<file path="src/rtl/parking_occupancy_ctrl.sv">
// Car park occupancy tracker that drives an external 4-bit adder/subtractor and the entry/exit gates.
// Define PARK_DEBOUNCE_EN to build per-sensor debounce filters after the synchronizers.
module parking_occupancy_ctrl #(
  parameter int CAPACITY        = 15,
  parameter int GATE_CYCLES     = 8,
  parameter int DEBOUNCE_CYCLES = 4
) (
  input  logic       clk,
  input  logic       reset,
  input  logic       entry_sensor,
  input  logic       exit_sensor,
  output logic       add_sub_s,
  output logic [3:0] add_a,
  output logic [3:0] add_b,
  input  logic [4:0] add_sum,
  output logic [3:0] count,
  output logic       full,
  output logic       empty,
  output logic       gate_in_open,
  output logic       gate_out_open,
  output logic       reject,
  output logic       missed
);

  localparam logic [3:0]    CAP       = 4'(CAPACITY);
  localparam int            GW        = (GATE_CYCLES > 1) ? $clog2(GATE_CYCLES) : 1;
  localparam logic [GW-1:0] GATE_LAST = GW'(GATE_CYCLES - 1);

  typedef enum logic [1:0] {ST_IDLE, ST_ISSUE, ST_COMMIT, ST_GATE} state_t;
  typedef enum logic [1:0] {OP_ADD, OP_SUB, OP_NET, OP_REJ} op_t;

  logic [1:0]    r_entrySync;
  logic [1:0]    r_exitSync;
  logic [1:0]    w_level;
  logic [1:0]    w_clean;
  logic [1:0]    r_prevClean;
  logic [1:0]    w_edge;
  logic          r_pendIn;
  logic          r_pendOut;
  logic          w_take;
  state_t        r_state;
  state_t        w_nextState;
  op_t           r_op;
  op_t           w_decOp;
  logic [3:0]    r_count;
  logic [3:0]    r_sumLatched;
  logic [GW-1:0] r_gateCnt;

  // Out-of-range configurations leave this marker block in the elaborated hierarchy.
  if (CAPACITY < 1 || CAPACITY > 15 || GATE_CYCLES < 1 || DEBOUNCE_CYCLES < 1) begin : g_invalidParams
  end

  always_ff @(posedge clk or posedge reset) begin
    if (reset) begin
      r_entrySync <= '0;
      r_exitSync  <= '0;
    end else begin
      r_entrySync <= {r_entrySync[0], entry_sensor};
      r_exitSync  <= {r_exitSync[0], exit_sensor};
    end
  end

  // Bit 0 carries the entry direction, bit 1 the exit direction.
  assign w_level = {r_exitSync[1], r_entrySync[1]};

`ifdef PARK_DEBOUNCE_EN
  localparam int             DBW     = $clog2(DEBOUNCE_CYCLES + 1);
  localparam logic [DBW-1:0] DB_LAST = DBW'(DEBOUNCE_CYCLES - 1);

  logic [1:0]     r_stable;
  logic [DBW-1:0] r_dbCnt [2];

  // A new level is accepted only after it has differed from the stable level for DEBOUNCE_CYCLES clocks in a row.
  always_ff @(posedge clk or posedge reset) begin
    if (reset) begin
      r_stable   <= '0;
      r_dbCnt[0] <= '0;
      r_dbCnt[1] <= '0;
    end else begin
      for (int i = 0; i < 2; i++) begin
        if (w_level[i] == r_stable[i]) begin
          r_dbCnt[i] <= '0;
        end else if (r_dbCnt[i] == DB_LAST) begin
          r_stable[i] <= w_level[i];
          r_dbCnt[i]  <= '0;
        end else begin
          r_dbCnt[i] <= r_dbCnt[i] + 1'b1;
        end
      end
    end
  end

  assign w_clean = r_stable;
`else
  assign w_clean = w_level;
`endif

  assign w_edge = w_clean & ~r_prevClean;
  assign missed = (w_edge[0] & r_pendIn) | (w_edge[1] & r_pendOut);
  assign w_take = (r_state == ST_IDLE) && (r_pendIn || r_pendOut);

  assign count = r_count;
  assign add_a = r_count;
  assign full  = (r_count == CAP);
  assign empty = (r_count == 4'd0);

  // Simultaneous requests cancel out, even at the capacity limits.
  always_comb begin
    w_decOp = OP_NET;
    if (r_pendIn && !r_pendOut) begin
      w_decOp = full ? OP_REJ : OP_ADD;
    end else if (r_pendOut && !r_pendIn) begin
      w_decOp = empty ? OP_REJ : OP_SUB;
    end
  end

  always_ff @(posedge clk or posedge reset) begin
    if (reset) begin
      r_state <= ST_IDLE;
    end else begin
      r_state <= w_nextState;
    end
  end

  always_comb begin
    w_nextState   = r_state;
    add_sub_s     = 1'b0;
    add_b         = 4'd0;
    reject        = 1'b0;
    gate_in_open  = 1'b0;
    gate_out_open = 1'b0;
    unique case (r_state)
      ST_IDLE: begin
        if (r_pendIn || r_pendOut) begin
          w_nextState = ST_ISSUE;
        end
      end
      ST_ISSUE: begin
        w_nextState = ST_COMMIT;
        add_sub_s   = (r_op == OP_SUB);
        add_b       = (r_op == OP_ADD || r_op == OP_SUB) ? 4'd1 : 4'd0;
        reject      = (r_op == OP_REJ);
      end
      ST_COMMIT: begin
        w_nextState = (r_op == OP_REJ) ? ST_IDLE : ST_GATE;
      end
      ST_GATE: begin
        gate_in_open  = (r_op == OP_ADD || r_op == OP_NET);
        gate_out_open = (r_op == OP_SUB || r_op == OP_NET);
        if (r_gateCnt == GATE_LAST) begin
          w_nextState = ST_IDLE;
        end
      end
      default: w_nextState = ST_IDLE;
    endcase
  end

  // The adder result is captured while B is applied in ISSUE and written to the count in COMMIT.
  always_ff @(posedge clk or posedge reset) begin
    if (reset) begin
      r_prevClean  <= '0;
      r_pendIn     <= 1'b0;
      r_pendOut    <= 1'b0;
      r_op         <= OP_ADD;
      r_count      <= 4'd0;
      r_sumLatched <= 4'd0;
      r_gateCnt    <= '0;
    end else begin
      r_prevClean <= w_clean;
      r_pendIn    <= (r_pendIn & ~w_take) | (w_edge[0] & ~r_pendIn);
      r_pendOut   <= (r_pendOut & ~w_take) | (w_edge[1] & ~r_pendOut);
      if (w_take) begin
        r_op <= w_decOp;
      end
      if (r_state == ST_ISSUE) begin
        r_sumLatched <= add_sum[3:0];
      end
      if (r_state == ST_COMMIT) begin
        r_count <= r_sumLatched;
      end
      if (r_state == ST_GATE) begin
        r_gateCnt <= r_gateCnt + 1'b1;
      end else begin
        r_gateCnt <= '0;
      end
    end
  end

  assert property (@(posedge clk) disable iff (reset)
    (r_state == ST_ISSUE && r_op == OP_SUB) |-> add_sum[4]);
  assert property (@(posedge clk) disable iff (reset)
    (r_state == ST_ISSUE && r_op == OP_ADD) |-> !add_sum[4]);

endmodule

</file>
<file path="config.mk">
export PLATFORM = sky130hd
export DESIGN_NAME = parking_occupancy_ctrl
export DESIGN_NICKNAME = d
export VERILOG_FILES = /design/src/rtl/parking_occupancy_ctrl.sv
export SDC_FILE = /design/constraint.sdc
export NUM_CORES = 1
export LEC_CHECK = 0
export ABC_AREA = 0
export CAP_MARGIN = 15
export CORE_MARGIN = 2
export CORE_UTILIZATION = 40
export CTS_BUF_LIST = sky130_fd_sc_hd__clkbuf_8
export DETAILED_ROUTE_END_ITERATION = 8
export DONT_BUFFER_PORTS = 1
export REMOVE_ABC_BUFFERS = 1
export SETUP_SLACK_MARGIN = 0.05
export SYNTH_ARGS = -nofsm -noshare
export SYNTH_HDL_FRONTEND = slang
export SYNTH_SLANG_ARGS = --single-unit
export TNS_END_PERCENT = 5
</file>
<file path="constraint.sdc">
create_clock -name clk -period 1.1 [get_ports clk]
set_clock_uncertainty 0.1 [all_clocks]
set_input_delay 0 -clock clk [delete_from_list [all_inputs] [get_ports clk]]
set_output_delay 0 -clock clk [all_outputs]
set_load 0.03 [all_outputs]
</file>
* Word level (Yosys, flattened, before mapping) *
Cells that the tools add are included.

word-level totals
  bits in latches = 0
  memory bits (writable) = 0
  memories = 0
  word-level logic and storage cells = 63
  flip-flop bits (word level) = 23
  bits in read-only memories = 0
  input port bits = 9
  output and inout bits = 19

operators by class
  equal/unequal tests = 10
  $mul = 0
  divide/modulo/power cells = 0
  order comparisons = 0
  reductions and logical operators = 13
  mux-type cells = 15
  $add $sub $neg = 1
  bitwise logic cells = 14
  shift-type cells = 0

operators by type and width
  operator               count
  $mux W2                7
  $eq A2 B2 Y1 const B   4
  $pmux W2 S4            1
  $and A1 B1 Y1          6
  $mux W1                6
  $eq A2 B1 Y1 const B   2
  $eq A4 B4 Y1 const B   1
  $logic_not A2 Y1       2
  $logic_not A4 Y1       1
  $logic_or A1 B1 Y1     4
  $add A3 B1 Y3 const B  1
  $eq A3 B3 Y1 const B   1
  $logic_and A1 B1 Y1    3
  $mux W3                1
  $not A1 Y1             3
  $or A1 B1 Y1           3
  $and A2 B2 Y2          1
  $logic_not A1 Y1       2
  $ne A2 B1 Y1 const B   1
  $ne A2 B2 Y1 const B   1
  $not A2 Y2             1
  $reduce_and A2 Y1      1

* Longest topological paths before layout *
  word-level depth = 5
  depth in mapped cells = 4
  mapped depth without buffers = 4

* Least setup slack after synthesis *
OpenSTA, ideal clock, no wires.

  path type = register -> register
  start = register r_count[1], in the netlist add_a[1]
  end = register r_op[1]
  cell stages (with the launch flop) = 4
  data arrival time = 1350 ps
  period minus slack after synthesis = 1530 ps
  data required time = 920 ps
  library setup time = 80 ps
  slack = -430 ps
  buffers on the path = 0
  cells stage by stage = dfrtp_1 > nor4_4 > nor4b_2 > nor3_2

between the ends
  cells in the longest elaborated chain, start to end = 4
  elaborated cells on any way between the ends = 6
  those cells by class = eq/ne: 1; mux: 4; reduce/logical: 1

ends and longest elaborated chain
  what                      RTL line  text
  start: declaration        45        logic [3:0] r_count;
  start signal: assignment  179       r_count <= r_sumLatched;
  $logic_not A4 Y1          105       assign empty = (r_count == 4'd0);
  via empty                 18        output logic empty,
  $mux W2                   113       w_decOp = empty ? OP_REJ : OP_SUB;
  $mux W2                   112       end else if (r_pendOut && !r_pendIn) begin
  $mux W2                   110       if (r_pendIn && !r_pendOut) begin
  end signal: assignment    173       r_op <= w_decOp;
  end: declaration          43        op_t r_op;

The timed path passes the listed nets, and every way through them passes these cells.
A chain may end at the register's enable or synchronous reset.

* Worst setup path after layout *
  start = register r_op[0]
  end = output port reject

between the ends
  cells in the longest elaborated chain, start to end = 2

ends and longest elaborated chain
  what              RTL line  text
  $eq A2 B2 Y1      142       reject = (r_op == OP_REJ);
  $mux W1           132       unique case (r_state)
  end: declaration  21        output logic reject,

No other way between the ends.

==> out/results.txt <==
Largest family of logic cells by synthesized area - simple AND/OR/NAND/NOR gates
Cell variety after synth - 25
Cell Area, Synth - 1100 µm²
Fraction of layout cells with a size suffix above 1 - 46.2%
Status - complete, but fails checks
Crit Reg-Reg Startpoint - r_state[1]$_DFFE_PP0P_
Failing checks - setup timing
Crit-path cells - buf_4 > ha_2 > and2_1 > buf_6
Total number of vias - 793
DR pass1 iterations - 2
Synth warnings - 0
Design Area, Final - 1570 µm²
Hold Crit Class - in2async
Synth-to-layout area growth - 42.6%
RSZ-0062 raised after global routing - true
Fill cell count - 222
Gr usage total - 14.7%
Seq/Total Area, Yosys - 52.4%
Most frequent cells in the layout - dfrtp_1 (22), buf_4 (16), nand2_1 (13), buf_6 (12), dlygate4sd3_1 (7)
Hpwl dp - 1.43 mm
GR Overflow Total - 0
CP max FO - 3
CTS sink count - 23
Via-to-Cell Ratio - 4.87
Clock buffer depth - 2
Final setup viols - 23
Post-Route WL - 2.14 mm
Cell family with most CP delay - flip-flops
Die Span X - 56.4 µm
DRC - 0
Port Buffers - 0
DR WL/cell - 13.1 µm
Post-Synth XOR/XNOR Area - 0%
R2r setup slk - -0.13 ns
Max Slew Vio Count - 0
Pleak - 0.742 nW
Critical Path Sink Type - output port
CP Launch Type - flop
IO Count - 28
Crit path DAT - 1.27 ns
Vias in the first global route - 794
ANT nets after route - 0
Antenna violations before repair - 0
CP max-delay cell - dfrtp_1
PwrDens - 2900 nW/µm²
Placed instance area - 1270 µm²
Die area - 3180 µm²
DRT iter0 DRCs - 3
Post-layout net count - 148
Std-Cell Rows - 19
Yosys reg bits - 23
Multiplexer share of the synthesized area - 5.47%
Peak supply drop - 1750 µV
Post-Synth Adder-Cell Area - 6.83%
Syn Area/Cell - 11.2 µm²
CP required - 1.00 ns
Ranking of synthesized cells by area - dfrtp_1 (52%), ha_1 (6.8%), buf_4 (5.5%)
Clock transition at path regs - 0.08 ns
Commonest non-fill, non-tap cell in the layout - dfrtp_1
Dominant cell type by area after synthesis - dfrtp_1
Yosys top cell area share - 52.4%
Area share of and/or/nand/nor cells after synthesis - 20.3%
CTS tree - built
Worst setup startpoint - r_op[0]$_DFFE_PP0N_
Largest net degree at the start of global routing - 24
Worst setup margin - -0.270 ns
Gate Count Post-Synth - 98
Minimum clock period - 1.37 ns
Sum Neg Setup Slack - -3.34 ns
Diodes inserted - 0
FMAX - 730 MHz
CTS buffer count - 3
Compound-Gate Fraction of Synth Area - 6.26%
Placer Congestion - 0.754
Crit share post-route - 125%
Crit-path max cell delay - 0.41 ns
Critical path buffers and inverters - 2
Core area - 2690 µm²
Global-route wire length before repair - 3.59 mm
Final core occ - 58.3%
Max Cap Viol - 0
Initial Util - 40.9%
Die span in y - 56.4 µm
Number of H-tree levels - 1
Clock root cell - clkbuf_8
Critical path class - reg2out
Insertion delay to the later sink of the worst-skew pair - 0.26 ns
Final Hold Vio Count - 0
==> logic make-up (layout without fill, tap and decap cells) <==
family | count (synthesis) | count (layout)
flip-flops | 23 | 23
AND/OR/NAND/NOR | 36 | 36
adder cells (fa/ha/maj) | 6 | 6
AO/OA/AOI/OAI | 12 | 12
buffers and inverters | 16 | 48
other | 1 | 3
multiplexers | 4 | 4
==> layer usage <==
metal / vias up / GRT usage [%] / routed length [µm]
met2: 17 / 23.5 / 1050
met3: 4 / 5.53 / 90
met4: 0 / 4.08 / 21
met1: 392 / 18.7 / 976
li1: 380 / - / -
met5: - / 0 / 0
==> worst min-delay path, delay by kind of cell <==
kind / cells / cell delay, ns
buffers and inverters: 3 / 0.86
==> metrics by stage <==
step | setup WS [ns] | total power [mW] | std cells | hold slack [ns]
2_1_floorplan | -0.565 | 2.69 | 90 | -0.0981
6_report | -0.270 | 4.54 | 163 | 0.111
4_1_cts | -0.268 | 4.33 | 160 | 0.112
3_3_place_gp | -0.101 | 3.40 | 146 | -0.157
5_1_grt | -0.332 | 4.87 | 163 | 0.145
3_5_place_dp | -0.138 | 3.47 | 146 | -0.152
==> timing repair <==
item | CTS | global route
resized for setup | 23 | 14
pin swaps | 9 | 2
buffers inserted | 3 | 3
hold buffers | 7 | 0
setup endpoints to repair | 29 | 33
endpoints found under the hold margin | 29 | 0
==> cell usage after synthesis <==
library cell and instances:
dfrtp_1 23, nand2_1 14, buf_4 8, ha_1 6, inv_1 6, nand2b_1 5
mux2_4 4, nor2_1 4, o21ai_0 4, a21oi_1 3, and3_1 3, a31oi_1 2
and2_1 2, buf_2 2, nor4b_2 2, a22oi_1 1, and2b_1 1, and4_4 1
conb_1 1, nor2b_1 1, nor3_2 1, nor4_4 1, o21a_1 1, o22ai_1 1
or2_2 1
==> final cells by class <==
cell class | instances | area [µm²] | area share (%)
Clock inverter | 1 | 7.51 | 0.479
Clock buffer | 3 | 41.3 | 2.64
Multi-Input combinational cell | 61 | 494 | 31.5
Sequential cell | 23 | 577 | 36.8
Inverter | 6 | 22.5 | 1.44
Timing Repair Buffer | 38 | 385 | 24.6
Tap cell | 31 | 38.8 | 2.48
==> worst paths after layout <==
| kind | to | cells after the start |
|---|---|---|
| worst min-delay path | r_exitSync[1]$_DFF_PP0_ | 3 |
| worst min register to register | r_entrySync[1]$_DFF_PP0_ | 0 |
| worst max register to register | add_a[2]$_DFFE_PP0N_ | 5 |
| worst max-delay path | reject | 4 |
| max in group asynchronous | add_a[0]$_DFFE_PP0N_ | 3 |
| min in group clk | r_exitSync[0]$_DFF_PP0_ | 1 |
==> state kept, by name, summed over array words and instances (netlist names), 2 cells and up <==
register      count
add_a             4
r_gateCnt         3
r_prevClean       2
r_state           2
r_op              2
r_exitSync        2
r_entrySync       2
r_sumLatched      4
==> report_power, final <==
group | switching (mW) | total, mW | leakage [nW] | internal [mW]
Clock | 0.251 | 0.507 | 0.0217 | 0.255
Sequential | 0.261 | 1.41 | 0.266 | 1.15
Combinational | 1.34 | 2.62 | 0.454 | 1.28
(Power assumes the default switching activity.)
